### config.mk
export PLATFORM = sky130hd
export DESIGN_NAME = sdp_sram_bwe
export DESIGN_NICKNAME = d
export VERILOG_FILES = /design/src/rtl/sdp_sram_bwe.sv
export SDC_FILE = /design/constraint.sdc
export NUM_CORES = 1
export LEC_CHECK = 0
export ABC_AREA = 1
export BUFFER_PORTS_ARGS = -buffer_cell sky130_fd_sc_hd__buf_2
export CAP_MARGIN = 20
export CORE_UTILIZATION = 25
export DETAILED_ROUTE_END_ITERATION = 12
export HOLD_SLACK_MARGIN = 0.03
export SKIP_LAST_GASP = 1
export SLEW_MARGIN = 40
export SYNTH_ARGS = -nofsm -noshare
export SYNTH_HDL_FRONTEND = slang
export SYNTH_SLANG_ARGS = --single-unit
### constraint.sdc
create_clock -name clk -period 4.45 [get_ports clk]
set_clock_uncertainty 0.2 [all_clocks]
set_input_delay 0.89 -clock clk [delete_from_list [all_inputs] [get_ports clk]]
set_output_delay 0.89 -clock clk [all_outputs]
set_load 0.01 [all_outputs]
### src/rtl/sdp_sram_bwe.sv
// Simple-dual-port (1R1W) synchronous RAM with byte-lane write enables,
// selectable read latency, a read-during-write policy and a hardware clear sweep.
module sdp_sram_bwe #(
    parameter int                        ADDR_WIDTH    = 5,
    parameter int                        DATA_WIDTH    = 32,
    parameter int                        READ_LATENCY  = 1,
    parameter int                        RDW_MODE      = 0,
    parameter bit                        INIT_ON_RESET = 1'b1,
    parameter logic [DATA_WIDTH-1:0]     INIT_VALUE    = '0
) (
    input  logic                         clk,
    input  logic                         rst_n,
    input  logic                         rce,
    input  logic [ADDR_WIDTH-1:0]        raddr,
    output logic [DATA_WIDTH-1:0]        dout,
    output logic                         rvalid,
    input  logic                         wce,
    input  logic                         we,
    input  logic [ADDR_WIDTH-1:0]        waddr,
    input  logic [DATA_WIDTH-1:0]        din,
    input  logic [DATA_WIDTH/8-1:0]      wbe,
    input  logic                         clr,
    output logic                         init_busy
);

    localparam int DEPTH = 2 ** ADDR_WIDTH;
    localparam int LANES = DATA_WIDTH / 8;

    localparam logic [0:0] IDLE  = 1'b0;
    localparam logic [0:0] CLEAR = 1'b1;

    logic [DATA_WIDTH-1:0] mem [DEPTH];

    logic [0:0]            state;
    logic [ADDR_WIDTH-1:0] cnt;
    logic                  wr_en;
    logic                  rd_accept;
    logic [DATA_WIDTH-1:0] old_word;
    logic [DATA_WIDTH-1:0] merged_word;
    logic [DATA_WIDTH-1:0] rd_word;

    assign init_busy = (state == CLEAR);
    assign wr_en     = (state == IDLE) && wce && we;
    assign rd_accept = (state == IDLE) && rce;

    // Sweep sequencer: one word cleared per edge, clr ignored while sweeping.
    always_ff @(posedge clk) begin
        if (!rst_n) begin
            state <= INIT_ON_RESET ? CLEAR : IDLE;
            cnt   <= '0;
        end else begin
            case (state)
                IDLE: begin
                    if (clr) begin
                        state <= CLEAR;
                        cnt   <= '0;
                    end
                end
                CLEAR: begin
                    if (cnt == {ADDR_WIDTH{1'b1}}) begin
                        state <= IDLE;
                        cnt   <= '0;
                    end else begin
                        cnt <= cnt + 1'b1;
                    end
                end
                default: begin
                    state <= IDLE;
                    cnt   <= '0;
                end
            endcase
        end
    end

    // Array contents are never reset; only the sweep or user writes change them.
    always_ff @(posedge clk) begin
        if (rst_n) begin
            if (state == CLEAR) begin
                mem[cnt] <= INIT_VALUE;
            end else if (wr_en) begin
                for (int i = 0; i < LANES; i++) begin
                    if (wbe[i]) begin
                        mem[waddr][8*i +: 8] <= din[8*i +: 8];
                    end
                end
            end
        end
    end

    always_comb begin
        old_word    = mem[raddr];
        merged_word = old_word;
        for (int i = 0; i < LANES; i++) begin
            if (wbe[i]) begin
                merged_word[8*i +: 8] = din[8*i +: 8];
            end
        end
        rd_word = old_word;
        if (wr_en && (waddr == raddr)) begin
            case (RDW_MODE)
                1:       rd_word = merged_word;
                2:       rd_word = 'x;
                default: rd_word = old_word;
            endcase
        end
    end

    generate
        if (READ_LATENCY == 1) begin : g_lat1
            always_ff @(posedge clk) begin
                if (!rst_n) begin
                    dout   <= '0;
                    rvalid <= 1'b0;
                end else begin
                    rvalid <= rd_accept;
                    if (rd_accept) begin
                        dout <= rd_word;
                    end
                end
            end
        end else begin : g_lat2
            logic                  s1_valid;
            logic [DATA_WIDTH-1:0] s1_data;

            // The first stage captures the word at acceptance, so the
            // read-during-write result is fixed on the accepting edge.
            always_ff @(posedge clk) begin
                if (!rst_n) begin
                    s1_valid <= 1'b0;
                    dout     <= '0;
                    rvalid   <= 1'b0;
                end else begin
                    s1_valid <= rd_accept;
                    if (rd_accept) begin
                        s1_data <= rd_word;
                    end
                    rvalid <= s1_valid;
                    if (s1_valid) begin
                        dout <= s1_data;
                    end
                end
            end
        end
    endgenerate

`ifndef SYNTHESIS
    task automatic print_ram(input int start, input int finish);
        for (int i = start; i <= finish; i++) begin
            $display("mem[%0d] = %h", i, mem[i[ADDR_WIDTH-1:0]]);
        end
    endtask
`endif

endmodule

==> results.sh, run 1 <==
export IMPL_holdCritPathClass="in2reg"
export IMPL_drive_gt1_frac=0.132
export IMPL_fin_crit_sh=0.760
export IMPL_cts_setup_buffers=0
export IMPL_tns_ps=0
export IMPL_row_count=153
export IMPL_grt_ovfl_total=0
export IMPL_r2r_cells=10
export IMPL_ir_drop_v=0.000305
export IMPL_ys_seq_elements=1063
export IMPL_finalSetupViolations=0
export IMPL_async_flop_share=0
export IMPL_grt_pass1_vias=27800
export IMPL_cts_max_path_buffers=3
export IMPL_pin_count=86
export IMPL_endpoint_kind="flip-flop"
export IMPL_place_port_buffers=85
export IMPL_finalWeightedCongestion=0.807
export IMPL_min_period_ps=3380
export IMPL_cts_buffers_inserted=109
export IMPL_floorplan_initialDensity=0.253
export IMPL_crit_end="mem[8][17]"
export IMPL_busiest_layer="met2"
export IMPL_outcome="finished clean"
export IMPL_tightest_slew_ps=837
export IMPL_p_per_area_nw_per_um2=418
export IMPL_synth_cells=3830
export IMPL_synth_top_cell_area_share=0.696
export IMPL_synth_top_family_by_area="simple AND/OR/NAND/NOR gates"
export IMPL_met3_usage=0.0172
export IMPL_multi_input_area_um2=11400
export IMPL_n_fill_cell=17800
export IMPL_max_clock_freq_mhz=296
export IMPL_ys_flop_type="edfxtp_1"
export IMPL_p_leak_nw=17.8
export IMPL_core_area_um2=175000
export IMPL_drtAntennaViolNets=0
export IMPL_grt_max_degree=126
export IMPL_synthMuxAreaShare=0
export IMPL_drv_slew=0
export IMPL_die_width_um=422
export IMPL_vias=28300
export IMPL_hpwl_um=69000
export IMPL_critPathRequiredTime_ps=4570
export IMPL_wl_um=117000
export IMPL_wl_per_cell_um=18.7
export IMPL_cp_arrival_ps=3500
export IMPL_finalHoldViolCount=0
export IMPL_ys_top_cells_by_area="edfxtp_1, nand2_1, nand3_1, nor3_2, dfxtp_1"
export IMPL_cap_violations=0
export IMPL_first_iter_violations=2547
export IMPL_antenna_found_initial=6
export IMPL_holdWs_ps=261
export IMPL_rr_endpoint="mem[8][17]"
export IMPL_ys_top_cells_by_count="nand2_1, edfxtp_1, nand3_1"
export IMPL_clock_latency_ps=690
export IMPL_synth_fp_nets=3884
export IMPL_grt_pass1_wl_um=176000
export IMPL_synthAdderAreaFrac=0.000567
export IMPL_cts_hold_buf=0
export IMPL_cp_max_fo=24
export IMPL_synth_seq_area_share=0.714
export IMPL_grt_use_met2=0.213
export IMPL_drc=0
export IMPL_yosys_cell_count_top_type="nand2_1"
export IMPL_first_pass_iters=6
export IMPL_synth_compound_area_frac=0.00870
export IMPL_gr_usage_all_layers=0.129
export IMPL_seqCellArea_um2=31500
export IMPL_avgSynthCellArea_um2=11.5
export IMPL_clock_root_buffer="clkbuf_16"
export IMPL_cts_tree="built"
export IMPL_dieArea_um2=178000
export IMPL_dieHeight_um=422
export IMPL_viasPerCell=4.52
export IMPL_synthesis_area_um2=44100
export IMPL_synth_edff_count=1024
export IMPL_yosysTopAreaCell="edfxtp_1"
export IMPL_htreeDepth=3
export IMPL_yosysWarnings=0
export IMPL_finalPower_w=0.0213
export IMPL_syn2layout_area_growth_pct=15.5
export IMPL_cts_resized_gates=0
export IMPL_synth_simple_area_share=0.246
export IMPL_maxSlewHeadroom=0.442
export IMPL_rsz0062_at_grt="no"
export IMPL_crit_path_start="init_busy"
export IMPL_start_kind="flip-flop"
export IMPL_reg2reg_from="init_busy"
export IMPL_path_class="reg2reg"
export IMPL_clkSinkCount=1063
export IMPL_fin_nets=3908
export IMPL_synth_xor_area_frac=0.000198
export IMPL_r2r_slack_ps=1070
export IMPL_synth_cell_types=28
export IMPL_clkTransAtPathRegs_ps=60
export IMPL_use_met1=0.176
[where the power goes]
group | internal, W | total (W) | switching (W)
Clock | 0.00540 | 0.00921 | 0.00380
Combinational | 0.000323 | 0.00122 | 0.000897
Sequential | 0.0109 | 0.0109 | 0.0000152
[metal layers]
layer / up-vias / share of wire
met5: - / 0
li1: 13500 / -
met1: 13700 / 0.44
met4: 0 / 0.024
met3: 171 / 0.063
met2: 947 / 0.48
[how the worst min path moves through the flow]
stage           endpoint  slack, ps   start  cells past startpoint
2_1_floorplan     cnt[3]        260  cnt[3]                      2
3_3_place_gp      cnt[3]        300  cnt[3]                      2
3_5_place_dp      cnt[3]        290  cnt[3]                      2
4_1_cts        init_busy        220     clr                      3
5_1_grt        init_busy        260     clr                      3
6_report       init_busy        260     clr                      3
[registers in the layout (all words and copies together) (netlist names)]
register,count
dout,32
init_busy,1
cnt,5
rvalid,1
mem,1024
[cells by family (layout without fill, tap and decap cells)]
group | count (synthesis) | in the layout
DFF | 1063 | 1063
adders and majority gates | 2 | 2
and+or+nand+nor | 2372 | 2372
buffers and inverters | 318 | 436
other | 0 | 3
AOI/OAI and AO/OA | 74 | 74
xor gates and xnor gates | 1 | 1
[through the flow]
stage	util	instances	cell area [um2]	setup slack (ps)
after floorplan	-	3830	44100	1420
after global placement	0.271	6068	47400	621
after detailed placement	0.271	6068	47400	596
after CTS	0.292	6273	51000	1100
after global routing	0.292	6276	51000	884
final	0.292	6276	51000	1070
[critical path, cell delays in order (launching register included)]
cell	delay, ps
dfxtp_1	320
inv_2	150
nand3_2	230
nor2_8	210
o21ai_2	170
nand2_2	210
nand2_1	90
nand2_1	120
nand2_2	320
buf_12	350
nor3_2	630
[cell type report]
class / instances / share of cell area
Antenna cell: 3 / 0.000147
Clock buffer: 135 / 0.0572
Clock inverter: 70 / 0.0137
Inverter: 53 / 0.00434
Multi-Input combinational cell: 2449 / 0.223
Sequential cell: 1063 / 0.618
Tap cell: 2325 / 0.0570
Timing Repair Buffer: 178 / 0.0260
[cells in the final DEF (no fill, tap or decap), types with 2 or more instances in the layout]
| cell | synthesis | routed |
|---|---|---|
| o21ai_0 | 34 | 34 |
| a21oi_1 | 36 | 36 |
| nand2_2 | 5 | 6 |
| o21ai_2 | 2 | 2 |
| ha_1 | 2 | 2 |
| clkinv_4 | 0 | 2 |
| clkbuf_1 | 181 | 20 |
| diode_2 | 0 | 3 |
| buf_4 | 6 | 79 |
| edfxtp_1 | 1024 | 1024 |
| dfxtp_1 | 39 | 39 |
| inv_1 | 48 | 41 |
| inv_6 | 0 | 5 |
| nor3_2 | 114 | 114 |
| nand3_4 | 8 | 8 |
| nand2_1 | 1342 | 1341 |
| buf_8 | 0 | 2 |
| nor3_1 | 15 | 15 |
| nand3b_1 | 3 | 3 |
| nor2_1 | 38 | 6 |
| clkbuf_8 | 0 | 3 |
| clkbuf_16 | 0 | 112 |
| bufinv_16 | 0 | 13 |
| nor2_2 | 0 | 32 |
| nand2_4 | 5 | 5 |
| nand3_1 | 840 | 840 |
| buf_12 | 0 | 14 |
| clkinv_2 | 0 | 23 |
| inv_2 | 4 | 6 |
| clkinv_1 | 1 | 24 |
| buf_2 | 24 | 82 |
| clkinvlp_4 | 0 | 4 |
| inv_8 | 0 | 3 |
(Power assumes the default switching activity.)
==> run 2: changes to the inputs <==
==> constraint.sdc (replaced) <==
create_clock -name clk -period 2.9 [get_ports clk]
set_clock_uncertainty 0.2 [all_clocks]
set_input_delay 0.58 -clock clk [delete_from_list [all_inputs] [get_ports clk]]
set_output_delay 0.58 -clock clk [all_outputs]
set_load 0.01 [all_outputs]
==> run 2 against run 1 <==
Against the previous run: critical path depth unchanged; total power up 53%; global-route usage up 0.40 points; design area up 3.7%; first-iteration DRC count up 8.6%; clock-buffer cell count up 17; final cell count up 2.5%; maximum frequency up 32%; via count up 3.0%.
==> results.sh, run 2 (synthesis results as in run 1) <==
export IMPL_final_common_cell="nand2_1"
export IMPL_place_port_buffers=85
export IMPL_drive_gt1_frac=0.163
export IMPL_min_period_ps=2560
export IMPL_top_regs="mem x1024, dout x32, cnt x5"
export IMPL_first_iter_violations=2767
export IMPL_rsz0062_at_grt="no"
export IMPL_fin_crit_sh=0.882
export IMPL_grt_max_degree=108
export IMPL_wl_um=121000
export IMPL_comb_power_share=0.061
export IMPL_tns_ps=0
export IMPL_critPathRequiredTime_ps=3020
export IMPL_core_area_um2=175000
export IMPL_finalHoldViolCount=0
export IMPL_grt_pass1_vias=28400
export IMPL_htreeDepth=3
export IMPL_clkPwrFrac=0.426
export IMPL_die_width_um=422
export IMPL_cp_arrival_ps=2680
export IMPL_cts_buffers_inserted=110
export IMPL_outcome="finished clean"
export IMPL_regMostFlops="mem"
export IMPL_clock_root_buffer="clkbuf_16"
export IMPL_holdCritPathClass="in2reg"
export IMPL_pin_count=86
export IMPL_path_class="reg2reg"
export IMPL_clkSinkCount=1063
export IMPL_mostFrequentLayoutCells="nand2_1, edfxtp_1, nand3_1"
export IMPL_clock_latency_ps=690
export IMPL_grt_pass1_wl_um=181000
export IMPL_clkTransAtPathRegs_ps=60
export IMPL_hpwl_um=74400
export IMPL_floorplan_initialDensity=0.253
export IMPL_p_per_area_nw_per_um2=616
export IMPL_dieArea_um2=178000
export IMPL_drc=0
export IMPL_drtAntennaViolNets=0
export IMPL_cts_hold_buf=2
export IMPL_wl_per_cell_um=18.8
export IMPL_cap_violations=0
export IMPL_p_sw_w=0.00726
export IMPL_ir_drop_v=0.000424
export IMPL_p_leak_nw=18.8
export IMPL_first_pass_iters=5
export IMPL_antenna_found_initial=3
export IMPL_swShare=0.223
export IMPL_viasPerCell=4.54
export IMPL_cts_max_path_buffers=3
export IMPL_endpoint_kind="flip-flop"
export IMPL_cts_resized_gates=0
export IMPL_dieHeight_um=422
export IMPL_maxSlewHeadroom=0.535
export IMPL_cts_tree="built"
export IMPL_finalWeightedCongestion=0.844
export IMPL_gr_usage_all_layers=0.133
export IMPL_pwr_share_seq=0.513
export IMPL_cp_max_fo=9
export IMPL_internal_power_w=0.0253
export IMPL_start_kind="flip-flop"
export IMPL_tightest_slew_ps=697
export IMPL_vias=29200
export IMPL_largest_reg_flops=1024
export IMPL_grt_ovfl_total=0
export IMPL_design_area_um2=52900
export IMPL_max_clock_freq_mhz=391
export IMPL_fin_nets=4068
export IMPL_cts_setup_buffers=0
export IMPL_finalSetupViolations=0
export IMPL_num_antenna_cells=0
export IMPL_drv_slew=0
export IMPL_row_count=153
export IMPL_placed_cell_area_um2=49300
export IMPL_syn2layout_area_growth_pct=19.7
run 2: cell count changes in the layout (fill, tap and decap cells not counted), sizes merged:
cell | before | now
buf | 178 | 335
inv | 56 | 55
dlygate4sd3 | 0 | 2
clkbuf | 135 | 152
clkinv | 50 | 42
diode | 3 | 0
clkinvlp | 4 | 1
bufinv | 13 | 8
run 2: layer usage:
layer | track usage | vias to the layer above | part of all wire
li1 | - | 13800 | -
met1 | 0.183 | 14200 | 0.44
met2 | 0.216 | 988 | 0.47
met3 | 0.0185 | 207 | 0.062
met4 | 0.0412 | 4 | 0.029
met5 | 0 | - | 0.00018
run 2: per-stage QoR:
step / hold WS (ps) / std cells / power, W / setup slack, ps / utilization
3_5_place_dp: 297 / 6225 / 0.0190 / 9.23 / 0.282
5_1_grt: 174 / 6432 / 0.0335 / 114 / 0.303
4_1_cts: 127 / 6432 / 0.0328 / 321 / 0.303
6_report: 155 / 6432 / 0.0326 / 341 / 0.303
2_1_floorplan: 257 / 3830 / 0.0182 / 182 / -
3_3_place_gp: 302 / 6225 / 0.0190 / 50.6 / 0.282
run 2: cell type report:
class / count / area [um2]
Clock buffer: 152 / 3040
Clock inverter: 53 / 519
Fill cell: 17600 / 122000
Inverter: 53 / 216
Multi-Input combinational cell: 2449 / 11400
Sequential cell: 1063 / 31500
Tap cell: 2325 / 2910
Timing Repair Buffer: 337 / 3270
run 2: power by group through the flow:
stage	combinational (W)	clock (W)	sequential, W
after floorplan	0.00122	0	0.0170
after global placement	0.00198	0	0.0170
after detailed placement	0.00199	0	0.0170
after CTS	0.00200	0.0141	0.0167
after global routing	0.00219	0.0146	0.0167
final	0.00199	0.0139	0.0167
run 2: worst max-delay path, stage by stage (launching register included):
cell and delay, ps:
dfxtp_1 320, inv_2 60, nand3_2 120, nor2_8 160, o21ai_2 90, nand2_2 170
buf_4 150, nand2_1 80, nand2_4 140, nand3_4 150, nor3_2 550
run 2: worst paths after layout:
kind	start	end	slack [ps]	cells past startpoint
setup / recovery	init_busy	mem[24][15]	340	10
hold / removal	rst_n	cnt[4]	150	4
setup reg to reg	init_busy	mem[24][15]	340	10
hold reg to reg	cnt[3]	cnt[3]	320	2
